===== src/rtl/i2c_slave_target.sv =====
// I2C slave target: oversampled SCL/SDA, START/STOP detection, 7-bit address
// match, register-pointer write and MSB-first register read-back.
module i2c_slave_target #(
    parameter logic [6:0] SLAVE_ADDR = 7'h50,
    parameter int         NUM_REGS   = 4
) (
    input  logic                        core_clk,
    input  logic                        core_rst,
    input  logic                        scl_in,
    input  logic                        sda_in,
    output logic                        sda_oe,
    output logic [7:0]                  rx_data,
    output logic                        rx_valid,
    output logic                        busy,
    output logic                        addr_match,
    input  logic [$clog2(NUM_REGS)-1:0] reg_sel,
    output logic [7:0]                  reg_dout
);
    localparam int PW = $clog2(NUM_REGS);

    typedef enum logic [3:0] {
        S_IDLE, S_ADDR, S_ADDR_ACK, S_PTR, S_PTR_ACK,
        S_WR, S_WR_ACK, S_RD, S_RD_ACK, S_WAIT_STOP
    } state_t;

    logic r_scl_m, r_scl_s, r_scl_d;
    logic r_sda_m, r_sda_s, r_sda_d;
    logic w_scl_rise, w_scl_fall, w_start, w_stop;

    state_t        r_state, w_state_next;
    logic [3:0]    r_bitcnt, w_bitcnt_next;
    logic [7:0]    r_shift, w_shift_next;
    logic          r_rw, w_rw_next;
    logic [PW-1:0] r_ptr, w_ptr_next;
    logic          r_sda_oe, w_sda_oe_next;
    logic          r_busy, w_busy_next;
    logic          r_addr_match, w_addr_match_next;
    logic [7:0]    r_rx_data, w_rx_data_next;
    logic          r_rx_valid, w_rx_valid_next;
    logic          w_reg_we;
    logic [7:0]    w_byte_in, w_cur_reg;
    logic [7:0]    r_regs [NUM_REGS];

    // Two-flop synchronizers plus one history flop; idle bus level is high
    always_ff @(posedge core_clk) begin
        if (core_rst) begin
            r_scl_m <= 1'b1; r_scl_s <= 1'b1; r_scl_d <= 1'b1;
            r_sda_m <= 1'b1; r_sda_s <= 1'b1; r_sda_d <= 1'b1;
        end else begin
            r_scl_m <= scl_in;  r_scl_s <= r_scl_m; r_scl_d <= r_scl_s;
            r_sda_m <= sda_in;  r_sda_s <= r_sda_m; r_sda_d <= r_sda_s;
        end
    end

    assign w_scl_rise = r_scl_s & ~r_scl_d;
    assign w_scl_fall = ~r_scl_s & r_scl_d;
    assign w_start    = r_scl_s & r_scl_d & r_sda_d & ~r_sda_s;
    assign w_stop     = r_scl_s & r_scl_d & ~r_sda_d & r_sda_s;
    assign w_byte_in  = {r_shift[6:0], r_sda_s};
    assign w_cur_reg  = r_regs[r_ptr];

    // Protocol state and all bus-facing registers
    always_ff @(posedge core_clk) begin
        if (core_rst) begin
            r_state      <= S_IDLE;
            r_bitcnt     <= 4'd0;
            r_shift      <= 8'h00;
            r_rw         <= 1'b0;
            r_ptr        <= '0;
            r_sda_oe     <= 1'b0;
            r_busy       <= 1'b0;
            r_addr_match <= 1'b0;
            r_rx_data    <= 8'h00;
            r_rx_valid   <= 1'b0;
        end else begin
            r_state      <= w_state_next;
            r_bitcnt     <= w_bitcnt_next;
            r_shift      <= w_shift_next;
            r_rw         <= w_rw_next;
            r_ptr        <= w_ptr_next;
            r_sda_oe     <= w_sda_oe_next;
            r_busy       <= w_busy_next;
            r_addr_match <= w_addr_match_next;
            r_rx_data    <= w_rx_data_next;
            r_rx_valid   <= w_rx_valid_next;
        end
    end

    // Next-state logic; START/STOP override any bit event in the same cycle
    always_comb begin
        w_state_next      = r_state;
        w_bitcnt_next     = r_bitcnt;
        w_shift_next      = r_shift;
        w_rw_next         = r_rw;
        w_ptr_next        = r_ptr;
        w_sda_oe_next     = r_sda_oe;
        w_busy_next       = r_busy;
        w_addr_match_next = r_addr_match;
        w_rx_data_next    = r_rx_data;
        w_rx_valid_next   = 1'b0;
        w_reg_we          = 1'b0;
        if (w_start) begin
            w_state_next      = S_ADDR;
            w_bitcnt_next     = 4'd0;
            w_busy_next       = 1'b1;
            w_addr_match_next = 1'b0;
            w_sda_oe_next     = 1'b0;
        end else if (w_stop) begin
            w_state_next      = S_IDLE;
            w_bitcnt_next     = 4'd0;
            w_busy_next       = 1'b0;
            w_addr_match_next = 1'b0;
            w_sda_oe_next     = 1'b0;
        end else begin
            case (r_state)
                S_IDLE: ;
                S_ADDR, S_PTR, S_WR: begin
                    if (w_scl_rise && r_bitcnt < 4'd8) begin
                        w_shift_next  = w_byte_in;
                        w_bitcnt_next = r_bitcnt + 4'd1;
                        // Data byte commits on its last rising edge
                        if (r_state == S_WR && r_bitcnt == 4'd7) begin
                            w_reg_we        = 1'b1;
                            w_rx_data_next  = w_byte_in;
                            w_rx_valid_next = 1'b1;
                            w_ptr_next      = r_ptr + PW'(1);
                        end
                    end else if (w_scl_fall && r_bitcnt == 4'd8) begin
                        w_sda_oe_next = 1'b1;
                        if (r_state == S_ADDR) begin
                            if (r_shift[7:1] == SLAVE_ADDR) begin
                                w_rw_next         = r_shift[0];
                                w_addr_match_next = 1'b1;
                                w_state_next      = S_ADDR_ACK;
                            end else begin
                                w_sda_oe_next = 1'b0;
                                w_state_next  = S_WAIT_STOP;
                            end
                        end else if (r_state == S_PTR) begin
                            w_ptr_next   = r_shift[PW-1:0];
                            w_state_next = S_PTR_ACK;
                        end else begin
                            w_state_next = S_WR_ACK;
                        end
                    end
                end
                S_ADDR_ACK: begin
                    if (w_scl_fall) begin
                        if (r_rw) begin
                            w_shift_next  = w_cur_reg;
                            w_sda_oe_next = ~w_cur_reg[7];
                            w_bitcnt_next = 4'd1;
                            w_state_next  = S_RD;
                        end else begin
                            w_sda_oe_next = 1'b0;
                            w_bitcnt_next = 4'd0;
                            w_state_next  = S_PTR;
                        end
                    end
                end
                S_PTR_ACK, S_WR_ACK: begin
                    if (w_scl_fall) begin
                        w_sda_oe_next = 1'b0;
                        w_bitcnt_next = 4'd0;
                        w_state_next  = S_WR;
                    end
                end
                S_RD: begin
                    // r_bitcnt counts bits already placed on the bus
                    if (w_scl_fall) begin
                        if (r_bitcnt == 4'd8) begin
                            w_sda_oe_next = 1'b0;
                            w_ptr_next    = r_ptr + PW'(1);
                            w_bitcnt_next = 4'd0;
                            w_state_next  = S_RD_ACK;
                        end else begin
                            w_sda_oe_next = ~r_shift[6];
                            w_shift_next  = {r_shift[6:0], 1'b0};
                            w_bitcnt_next = r_bitcnt + 4'd1;
                        end
                    end
                end
                S_RD_ACK: begin
                    // bitcnt 9 marks "master ACKed, continue on next fall"
                    if (w_scl_rise) begin
                        if (r_sda_s) begin
                            w_sda_oe_next     = 1'b0;
                            w_addr_match_next = 1'b0;
                            w_state_next      = S_WAIT_STOP;
                        end else begin
                            w_bitcnt_next = 4'd9;
                        end
                    end else if (w_scl_fall && r_bitcnt == 4'd9) begin
                        w_shift_next  = w_cur_reg;
                        w_sda_oe_next = ~w_cur_reg[7];
                        w_bitcnt_next = 4'd1;
                        w_state_next  = S_RD;
                    end
                end
                S_WAIT_STOP: w_sda_oe_next = 1'b0;
                default: begin
                    w_state_next  = S_IDLE;
                    w_sda_oe_next = 1'b0;
                end
            endcase
        end
    end

    // Register file: one write port addressed by the pointer, cleared on reset
    generate
        for (genvar gi = 0; gi < NUM_REGS; gi++) begin : g_regs
            always_ff @(posedge core_clk) begin
                if (core_rst)
                    r_regs[gi] <= 8'h00;
                else if (w_reg_we && r_ptr == PW'(gi))
                    r_regs[gi] <= w_byte_in;
            end
        end
    endgenerate

    assign sda_oe     = r_sda_oe;
    assign rx_data    = r_rx_data;
    assign rx_valid   = r_rx_valid;
    assign busy       = r_busy;
    assign addr_match = r_addr_match;
    assign reg_dout   = r_regs[reg_sel];

endmodule

===== config.mk =====
export PLATFORM = sky130hd
export DESIGN_NAME = i2c_slave_target
export DESIGN_NICKNAME = d
export VERILOG_FILES = /design/src/rtl/i2c_slave_target.sv
export SDC_FILE = /design/constraint.sdc
export NUM_CORES = 1
export LEC_CHECK = 0
export ABC_CLOCK_PERIOD_IN_PS = 2300
export BUFFER_PORTS_ARGS = -buffer_cell sky130_fd_sc_hd__buf_2
export CORE_ASPECT_RATIO = 0.9
export CORE_MARGIN = 2
export CORE_UTILIZATION = 60
export CTS_BUF_LIST = sky130_fd_sc_hd__clkbuf_16
export CTS_CLUSTER_SIZE = 8
export DETAILED_ROUTE_END_ITERATION = 10
export GPL_TIMING_DRIVEN = 0
export PLACE_DENSITY = 0.79
export SYNTH_ARGS = -nofsm -noshare
export SYNTH_HDL_FRONTEND = slang
export SYNTH_SLANG_ARGS = --single-unit

===== constraint.sdc =====
create_clock -name core_clk -period 2.3 [get_ports core_clk]
set_input_delay 0.46 -clock core_clk [delete_from_list [all_inputs] [get_ports core_clk]]
set_output_delay 0.46 -clock core_clk [all_outputs]
set_load 0.03 [all_outputs]

==> results of run 1 <==
-- worst max-delay path, cell delays in order, from the launching register on --
cell,delay (ps)
dfxtp_1,330
buf_2,200
or4b_1,570
a21oi_1,450
o21ai_0,140
a21oi_1,220
a211oi_1,100
-- power by group --
part / leakage (nW) / switching [mW] / internal (mW)
sequential: 0.646 / 0.115 / 1.41
clock: 0.164 / 0.528 / 1.05
combinational: 0.999 / 0.657 / 0.431
-- cell families after synthesis --
group,count (synthesis)
mux,34
simple gates,123
flops,71
xor+xnor,2
buf+inv,36
fa+ha+maj,7
compound gates,76
-- metrics by stage --
stage / setup slack (ps) / hold WS (ps)
global route: 7.49 / 306
detailed placement: -64.1 / 398
global placement: -42.4 / 393
floorplan: 289 / 389
finish: 150 / 314
CTS: 3.43 / 310
-- cells in the mapped netlist, types with 6 or more instances --
| cell | count |
|---|---|
| dfxtp_1 | 39 |
| a21oi_1 | 25 |
| edfxtp_1 | 32 |
| clkbuf_1 | 8 |
| nor3_1 | 7 |
| and3_1 | 34 |
| mux4_2 | 16 |
| ha_1 | 7 |
| mux2i_1 | 18 |
| inv_1 | 9 |
| buf_2 | 6 |
| o21ai_0 | 8 |
| nor2_1 | 18 |
| nand2_1 | 18 |
| a311oi_1 | 8 |
-- final cells by class --
cell class	count	area [µm²]	area share, %
Buffer	25	161	3.58
Clock buffer	9	225	4.99
Clock inverter	7	114	2.52
Inverter	11	41.3	0.916
Multi-Input combinational cell	242	1990	44.2
Sequential cell	71	1740	38.6
Tap cell	87	109	2.41
Timing Repair Buffer	24	125	2.77
-- metal layers --
metal	GRT usage [%]	wire length, µm	vias up
met4	8.36	135	0
li1	-	-	1411
met2	43.4	4360	199
met3	8.43	1040	19
met5	0	0	-
met1	42.9	4130	1532
-- worst max path at each step --
stage	slack, ps	endpoint	startpoint	cells past startpoint
floorplan	290	reg_dout[0]	reg_sel[0]	2
global placement	-40	r_regs[3][7]	r_scl_s	6
detailed placement	-60	r_regs[3][5]	r_scl_s	6
CTS	3	reg_dout[2]	reg_sel[0]	3
global route	7	r_regs[3][7]	r_scl_s	5
finish	150	sda_oe	r_state[1]	6
-- sequential cells by signal (all words and copies together) (netlist names), 2 cells and up, named ones only --
register and count:
r_regs 32, r_shift 8, rx_data 8, r_bitcnt 4, r_state 4, r_ptr 2
-- what timing repair did --
item | in CTS | in global routing
endpoints found under the setup margin | 32 | 50
gates resized for setup | 2 | 6
buffers inserted | 0 | 2
==> flow_summary.yaml, run 1 <==
status:
  status: "finished, final reports clean"
die:
  start_util_pct: 63.0
  num_rows: 27
  dieArea_um2: 7190
  die_h_um: 80.7
  die_w_um: 89.2
  coreArea_um2: 6220
  ioPinCount: 26
yosys:
  synth.area.top_cells: "edfxtp_1 (25%), dfxtp_1 (20%), mux4_2 (9.2%)"
  synth_top_family_by_area: "simple AND/OR/NAND/NOR gates"
  synthFlopType: "dfxtp_1"
  synth-xor-area-share_pct: 0.447
  netlist.area_leader.share_pct: 24.5
  synth-compound-area-share_pct: 14.8
  avgSynthCellArea_um2: 11.2
  muxShareOfSynthArea_pct: 13.8
  netlist_area_um2: 3920
  synthAdderAreaFrac_pct: 2.23
  synthSimpleGateAreaFrac_pct: 19.1
  ys_types: 76
  seq_area_frac_synth_pct: 44.4
  synth_warnings: 0
  netlist_instances: 349
  synth_top_area_cell: "edfxtp_1"
  syn_nets: 362
  async_flop_share_pct: 0
  synth_edf_count: 32
  ys_ff_latch: 71
setup_path:
  worst_r2r_startpoint: "r_state[1]"
  path_class: "reg2reg"
  critPathMaxFanout: 10
  r2r_slack_ps: 150
  r2r_end: "sda_oe"
  worstPathRequired_ps: 2500
  crit_path_start_kind: "register"
  reg2regPathDepth: 6
  arrival_ps: 2350
  worst_setup_path_end_kind: "register"
timing:
  fmax_ghz: 0.465
  tns_ps: 0
  rsz0062_at_grt: "no"
  slew_viol_final: 0
  final_hold_viol_count: 0
  layout_worst_path_cycle_share_pct: 93.5
  post-route-min-period_ps: 2150
  setup_viol: 0
  worst_pin_slew_ps: 609
  fin_skew_ps: 4.96
  slew_headroom_pct: 59.4
global_routing:
  grt_pass1_vias: 3058
  grt_overflow: 0
  grt_pass1_wl_um: 15800
  grt_max_degree: 14
  antenna_found_initial: 0
  grt_use_total_pct: 29.6
cells_and_area:
  fill_cells: 461
  final_common_cell: "dfxtp_1"
  drive_gt1_share_pct: 27.0
  final_cell_mix: "dfxtp_1 (39), and3_1 (34), edfxtp_1 (32)"
  finalNetCount: 397
  area_delta_synth_final_pct: 15.1
  design_area_um2: 4510
  final_cells: 476
  diodes: 0
  final_core_utilization_pct: 72.5
route:
  vias: 3161
  wire_per_inst_um: 20.3
  drt-initial-drc-count: 479
  routed_via_density: 6.64
  post-route-drc-count: 0
  drt-pass1-iter-count: 5
  detail-route-antenna-nets: 0
  wl_um: 9670
power:
  peakVddDrop_mv: 0.685
  p_total_mw: 4.20
  power.leakage_nw: 1.81
  p_per_area_nw_per_um2: 931
worst_hold_path:
  hp-class: "in2reg"
  hp-start: "sda_in"
  holdPathStages: 2
  min_to: "r_sda_m"
place:
  dp.cells: 458
  portBuffers: 22
  place_area_um2: 4140
  place_congestion: 0.916
  dp_hpwl_um: 6730
clock_tree:
  clkSinkCount: 71
  cts_buffers: 9
  clk_path_buf_depth: 2
  insertion_delay_ps: 330
  clk_pin_slew_worst_paths_ps: 60
  cts_hold_buf: 0
  cts_tree: "yes"
  htreeDepth: 3
  clock_tree.root_cell: "clkbuf_16"
run:
  max_cap_violations: 0
(Power assumes the default switching activity.)
==> inputs of run 2 (changes only) <==
--- a/config.mk
+++ b/config.mk
@@ -15,6 +15,7 @@
 export DETAILED_ROUTE_END_ITERATION = 10
 export GPL_TIMING_DRIVEN = 0
 export PLACE_DENSITY = 0.79
+export RECOVER_POWER = 100
 export SYNTH_ARGS = -nofsm -noshare
 export SYNTH_HDL_FRONTEND = slang
 export SYNTH_SLANG_ARGS = --single-unit
==> run 2 against run 1 <==
  * Setup slack got worse by 11 ps
  * Final area decreased by 0.75%
  * Sequential power about the same
  * Via count decreased by 0.89%
  * Clock skew decreased by 0.66 ps
  * Non-clock buffer count unchanged
  * Global-route usage unchanged
  * Power decreased by 0.36%
  * Sequential share of layout area increased by 0.29 points
  * Critical endpoint unchanged
==> flow_summary.yaml, run 2 (synthesis gave the netlist of run 1 again) <==
setup_path:
  startpoint: "r_state[1]"
  cpMostUsedCell: "a21oi_1"
  worst_r2r_startpoint: "r_state[1]"
  worstPathRequired_ps: 2490
  crit_chain: "clkbuf_2 -> or4b_1 -> a21oi_1 -> o21ai_0 -> a21oi_1 -> a211oi_1"
  critPathSlowestCell: "or4b_1"
  cpPeakStageDelay_ps: 590
  arrival_ps: 2350
  crit_path_start_kind: "register"
  worst_setup_path_end_kind: "register"
  critPathMaxFanout: 10
  critPathBufInv: 1
  path_class: "reg2reg"
  crit_family: "compound AO/OA/AOI/OAI gates"
route:
  routed_via_density: 6.58
  detail-route-antenna-nets: 0
  drt-pass1-iter-count: 5
  vias: 3133
  wl_um: 9610
  post-route-drc-count: 0
  drt-initial-drc-count: 526
  wire_per_inst_um: 20.2
cells_and_area:
  final_cells: 476
  final_common_cell: "dfxtp_1"
  largest_reg_flops: 32
  top_register: "r_regs"
  diodes: 0
  multiInputGateArea_um2: 1990
  register_area_um2: 1740
  drive_gt1_share_pct: 21.6
  area_delta_synth_final_pct: 14.2
  finalNetCount: 397
  fill_cells: 463
  final_core_utilization_pct: 72.0
  final_cell_mix: "dfxtp_1 (39), and3_1 (34), edfxtp_1 (32)"
  design_area_um2: 4480
clock_tree:
  insertion_delay_ps: 330
  htreeDepth: 3
  clock_tree.root_cell: "clkbuf_16"
  clk_path_buf_depth: 2
  clk_pin_slew_worst_paths_ps: 60
  clkSinkCount: 71
  cts_hold_buf: 0
  cts_buffers: 9
  cts_tree: "yes"
timing:
  post-route-min-period_ps: 2160
  worst_pin_slew_ps: 643
  fin_ws_ps: 139
  fin_skew_ps: 4.29
  setup_viol: 0
  layout_worst_path_cycle_share_pct: 93.9
  slew_headroom_pct: 56.8
  final_hold_viol_count: 0
  tns_ps: 0
  rsz0062_at_grt: "no"
  timing.hold.ws_ps: 314
  fmax_ghz: 0.463
  slew_viol_final: 0
die:
  start_util_pct: 63.0
  dieArea_um2: 7190
  coreArea_um2: 6220
  ioPinCount: 26
  num_rows: 27
  die_h_um: 80.7
  die_w_um: 89.2
power:
  peakVddDrop_mv: 0.687
  p_per_area_nw_per_um2: 934
  p_total_mw: 4.18
  power.leakage_nw: 1.73
worst_hold_path:
  hp-start: "sda_in"
  hp-class: "in2reg"
place:
  place_area_um2: 4140
  portBuffers: 22
  dp.cells: 458
  place_ws_ps: -64.1
  dp_hpwl_um: 6730
  place_congestion: 0.916
global_routing:
  grt_pass1_vias: 3058
  grt_overflow: 0
  grt_max_degree: 14
  grt_pass1_wl_um: 15800
  grt_use_total_pct: 29.6
  antenna_found_initial: 0
status:
  status: "finished, final reports clean"
run:
  max_cap_violations: 0
[run 2: cell types whose count changed in the layout (fill, tap and decap cells not counted), sizes merged]
cell / before / now
clkbuf: 18 / 40
buf: 40 / 18
[run 2: cell type report]
type	instances	area share, %
clock buffers	9	5.03
well taps	87	2.43
repair buffers	24	2.24
multi-input cells	242	44.4
flip-flops and latches	71	38.9
inverters	11	0.923
clock inverters	7	2.54
plain buffers	25	3.55
[run 2: final timing paths]
check                  to  slack, ps  depth (start not counted)
setup / recovery   sda_oe        140                          6
hold reg to reg   r_sda_s        400                          1
setup reg to reg   sda_oe        140                          6
hold / removal    r_sda_m        310                          2
[run 2: metal layers]
layer  share of wire [%]  global-route usage [%]  vias to the layer above
met1                  44                    42.9                     1538
met4                 1.6                    8.36                        0
met2                  46                    43.4                      161
met5                   0                       0                        -
li1                    -                       -                     1414
met3                 8.9                    8.43                       20
[run 2: power breakdown]
part / switching, mW / total [mW] / internal [mW]
clock network: 0.524 / 1.58 / 1.05
registers: 0.116 / 1.53 / 1.41
logic: 0.652 / 1.08 / 0.425
[run 2: worst reg2reg max path, stage by stage (launching register included)]
cell and delay [ps]:
dfxtp_1 340, clkbuf_2 210, or4b_1 590, a21oi_1 440, o21ai_0 140, a21oi_1 210
a211oi_1 100
[run 2: what timing repair did]
item	in CTS	in global routing
gates cloned	0	0
buffers inserted	0	2
resized for setup	2	6
endpoints found under the setup margin	32	50
==> inputs of run 3 (changes only) <==
--- a/config.mk
+++ b/config.mk
@@ -5,7 +5,6 @@
 export SDC_FILE = /design/constraint.sdc
 export NUM_CORES = 1
 export LEC_CHECK = 0
-export ABC_CLOCK_PERIOD_IN_PS = 2300
 export BUFFER_PORTS_ARGS = -buffer_cell sky130_fd_sc_hd__buf_2
 export CORE_ASPECT_RATIO = 0.9
 export CORE_MARGIN = 2
@@ -16,6 +15,7 @@
 export GPL_TIMING_DRIVEN = 0
 export PLACE_DENSITY = 0.79
 export RECOVER_POWER = 100
+export SETUP_SLACK_MARGIN = 0.3
 export SYNTH_ARGS = -nofsm -noshare
 export SYNTH_HDL_FRONTEND = slang
 export SYNTH_SLANG_ARGS = --single-unit
==> run 3 against run 2 <==
  * Via count shrank 0.86%
  * Power up 1.7%
  * Critical path depth unchanged
  * Setup slack improved by 94 ps
  * Clock skew up 1.0 ps
  * Combinational power up 7%
  * Worst hold slack gained 3.0 ps
  * Fmax up 4.6%
  * Die area unchanged
  * Core utilization rose by 2.0 points
  * Largest power group unchanged
  * Highest routed layer unchanged
==> flow_summary.yaml, run 3 (synthesis gave the netlist of run 1 again) <==
worst_hold_path:
  holdPathStages: 2
  hp-class: "in2reg"
power:
  swShare_pct: 31.0
  combPwrFrac_pct: 27.2
  switchingPower_mw: 1.32
  p_int_mw: 2.93
  peakVddDrop_mv: 0.560
  power.leakage_nw: 1.77
  p_per_area_nw_per_um2: 924
  p_seq_share_pct: 36.0
  clockPowerShare_pct: 36.7
global_routing:
  grt_overflow: 0
  grt_use_total_pct: 29.8
  antenna_found_initial: 0
  grt_max_degree: 13
  grt_pass1_wl_um: 15600
  grt_pass1_vias: 2939
setup_path:
  critPathBufInv: 1
  critPathSlowestCell: "or4b_1"
  crit_family: "compound AO/OA/AOI/OAI gates"
  reg2regPathDepth: 6
  critPathMaxFanout: 10
  worst_setup_path_end_kind: "register"
  crit_path_start_kind: "register"
  path_class: "reg2reg"
  arrival_ps: 2260
  cpPeakStageDelay_ps: 600
  worstPathRequired_ps: 2490
  crit_chain: "clkbuf_2 -> or4b_1 -> a21oi_2 -> o21ai_0 -> a21oi_1 -> a211oi_1"
  path_depth: 6
place:
  place_ws_ps: -22.7
  place_congestion: 0.961
  dp_hpwl_um: 6580
  dp.cells: 458
  portBuffers: 22
  place_area_um2: 4140
timing:
  post-route-min-period_ps: 2070
  final_hold_viol_count: 0
  rsz0062_at_grt: "yes"
  fmax_ghz: 0.484
  timing.hold.ws_ps: 317
  fin_skew_ps: 5.31
  layout_worst_path_cycle_share_pct: 89.9
  setup_viol: 0
  slew_headroom_pct: 60.1
  fin_ws_ps: 233
  worst_pin_slew_ps: 599
  slew_viol_final: 0
  tns_ps: 0
cells_and_area:
  multiInputGateArea_um2: 2060
  finalNetCount: 402
  design_area_um2: 4600
  final_cells: 481
  final_common_cell: "dfxtp_1"
  largest_reg_flops: 32
  fill_cells: 430
  drive_gt1_share_pct: 25.6
  diodes: 0
  area_delta_synth_final_pct: 17.4
  final_cell_mix: "dfxtp_1 (36), and3_1 (34), edfxtp_1 (32)"
  top_register: "r_regs"
  register_area_um2: 1750
clock_tree:
  clk_pin_slew_worst_paths_ps: 60
  cts_buffers: 9
  clock_tree.root_cell: "clkbuf_16"
  insertion_delay_ps: 330
  cts_tree: "yes"
  clkSinkCount: 71
  clk_path_buf_depth: 2
  htreeDepth: 3
die:
  start_util_pct: 63.0
  coreArea_um2: 6220
  die_h_um: 80.7
  num_rows: 27
  die_w_um: 89.2
  ioPinCount: 26
  dieArea_um2: 7190
route:
  detail-route-antenna-nets: 0
  wire_per_inst_um: 20.2
  vias: 3106
  routed_via_density: 6.46
  post-route-drc-count: 0
  drt-pass1-iter-count: 8
  drt-initial-drc-count: 450
  wl_um: 9690
run:
  max_cap_violations: 0
status:
  status: "finished, final reports clean"
-- run 3: cell types whose count changed in the layout (fill, tap and decap cells not counted), sizes merged --
cell      delta
inv          -1
buf          +6
clkinvlp     -1
clkinv       +2
clkbuf       -1
-- run 3: power by group through the flow --
stage / clock network (mW) / logic (mW) / registers (mW)
2_1_floorplan: 0 / 0.820 / 1.51
4_1_cts: 1.58 / 1.08 / 1.52
5_1_grt: 1.63 / 1.25 / 1.55
3_3_place_gp: 0 / 1.03 / 1.54
3_5_place_dp: 0 / 1.05 / 1.55
6_report: 1.56 / 1.16 / 1.53
-- run 3: worst reg2reg max path: stages, from the launching register on --
cell and delay (ps):
dfxtp_1 340, clkbuf_2 220, or4b_1 600, a21oi_2 330, o21ai_0 140, a21oi_1 210, a211oi_1 100
-- run 3: cell type report --
type / instances / share of cell area, %
plain buffers: 25 / 3.67
clock buffers: 9 / 4.90
clock inverters: 7 / 2.42
inverters: 11 / 0.897
multi-input cells: 242 / 44.7
flip-flops and latches: 71 / 38.0
well taps: 87 / 2.37
repair buffers: 29 / 3.02
-- run 3: what timing repair did --
action	4_1_cts	5_1_grt
resized for setup	14	21
endpoints found under the hold margin	0	0
hold buffers	0	0
pin swaps	0	3
endpoints found under the setup margin	66	89
buffers inserted	2	5
-- run 3: metrics by stage --
stage	utilization (%)	total power, mW
6_report	74.0	4.25
3_5_place_dp	66.6	2.60
2_1_floorplan	-	2.33
3_3_place_gp	66.6	2.57
5_1_grt	74.0	4.42
4_1_cts	73.0	4.18
-- run 3: path summary, 6_finish.rpt --
path | startpoint | to | slack [ps]
min | scl_in | r_scl_m | 320
max | r_state[1] | sda_oe | 230
min reg2reg | r_scl_m | r_scl_s | 410
max reg2reg | r_state[1] | sda_oe | 230
-- run 3: per-layer routing --
| layer | track usage, % | vias up | wire length (µm) |
|---|---|---|---|
| met5 | 0 | - | 0 |
| met4 | 8.66 | 0 | 123 |
| met3 | 7.50 | 17 | 893 |
| met2 | 42.4 | 166 | 4440 |
| met1 | 44.8 | 1497 | 4230 |
| li1 | - | 1426 | - |
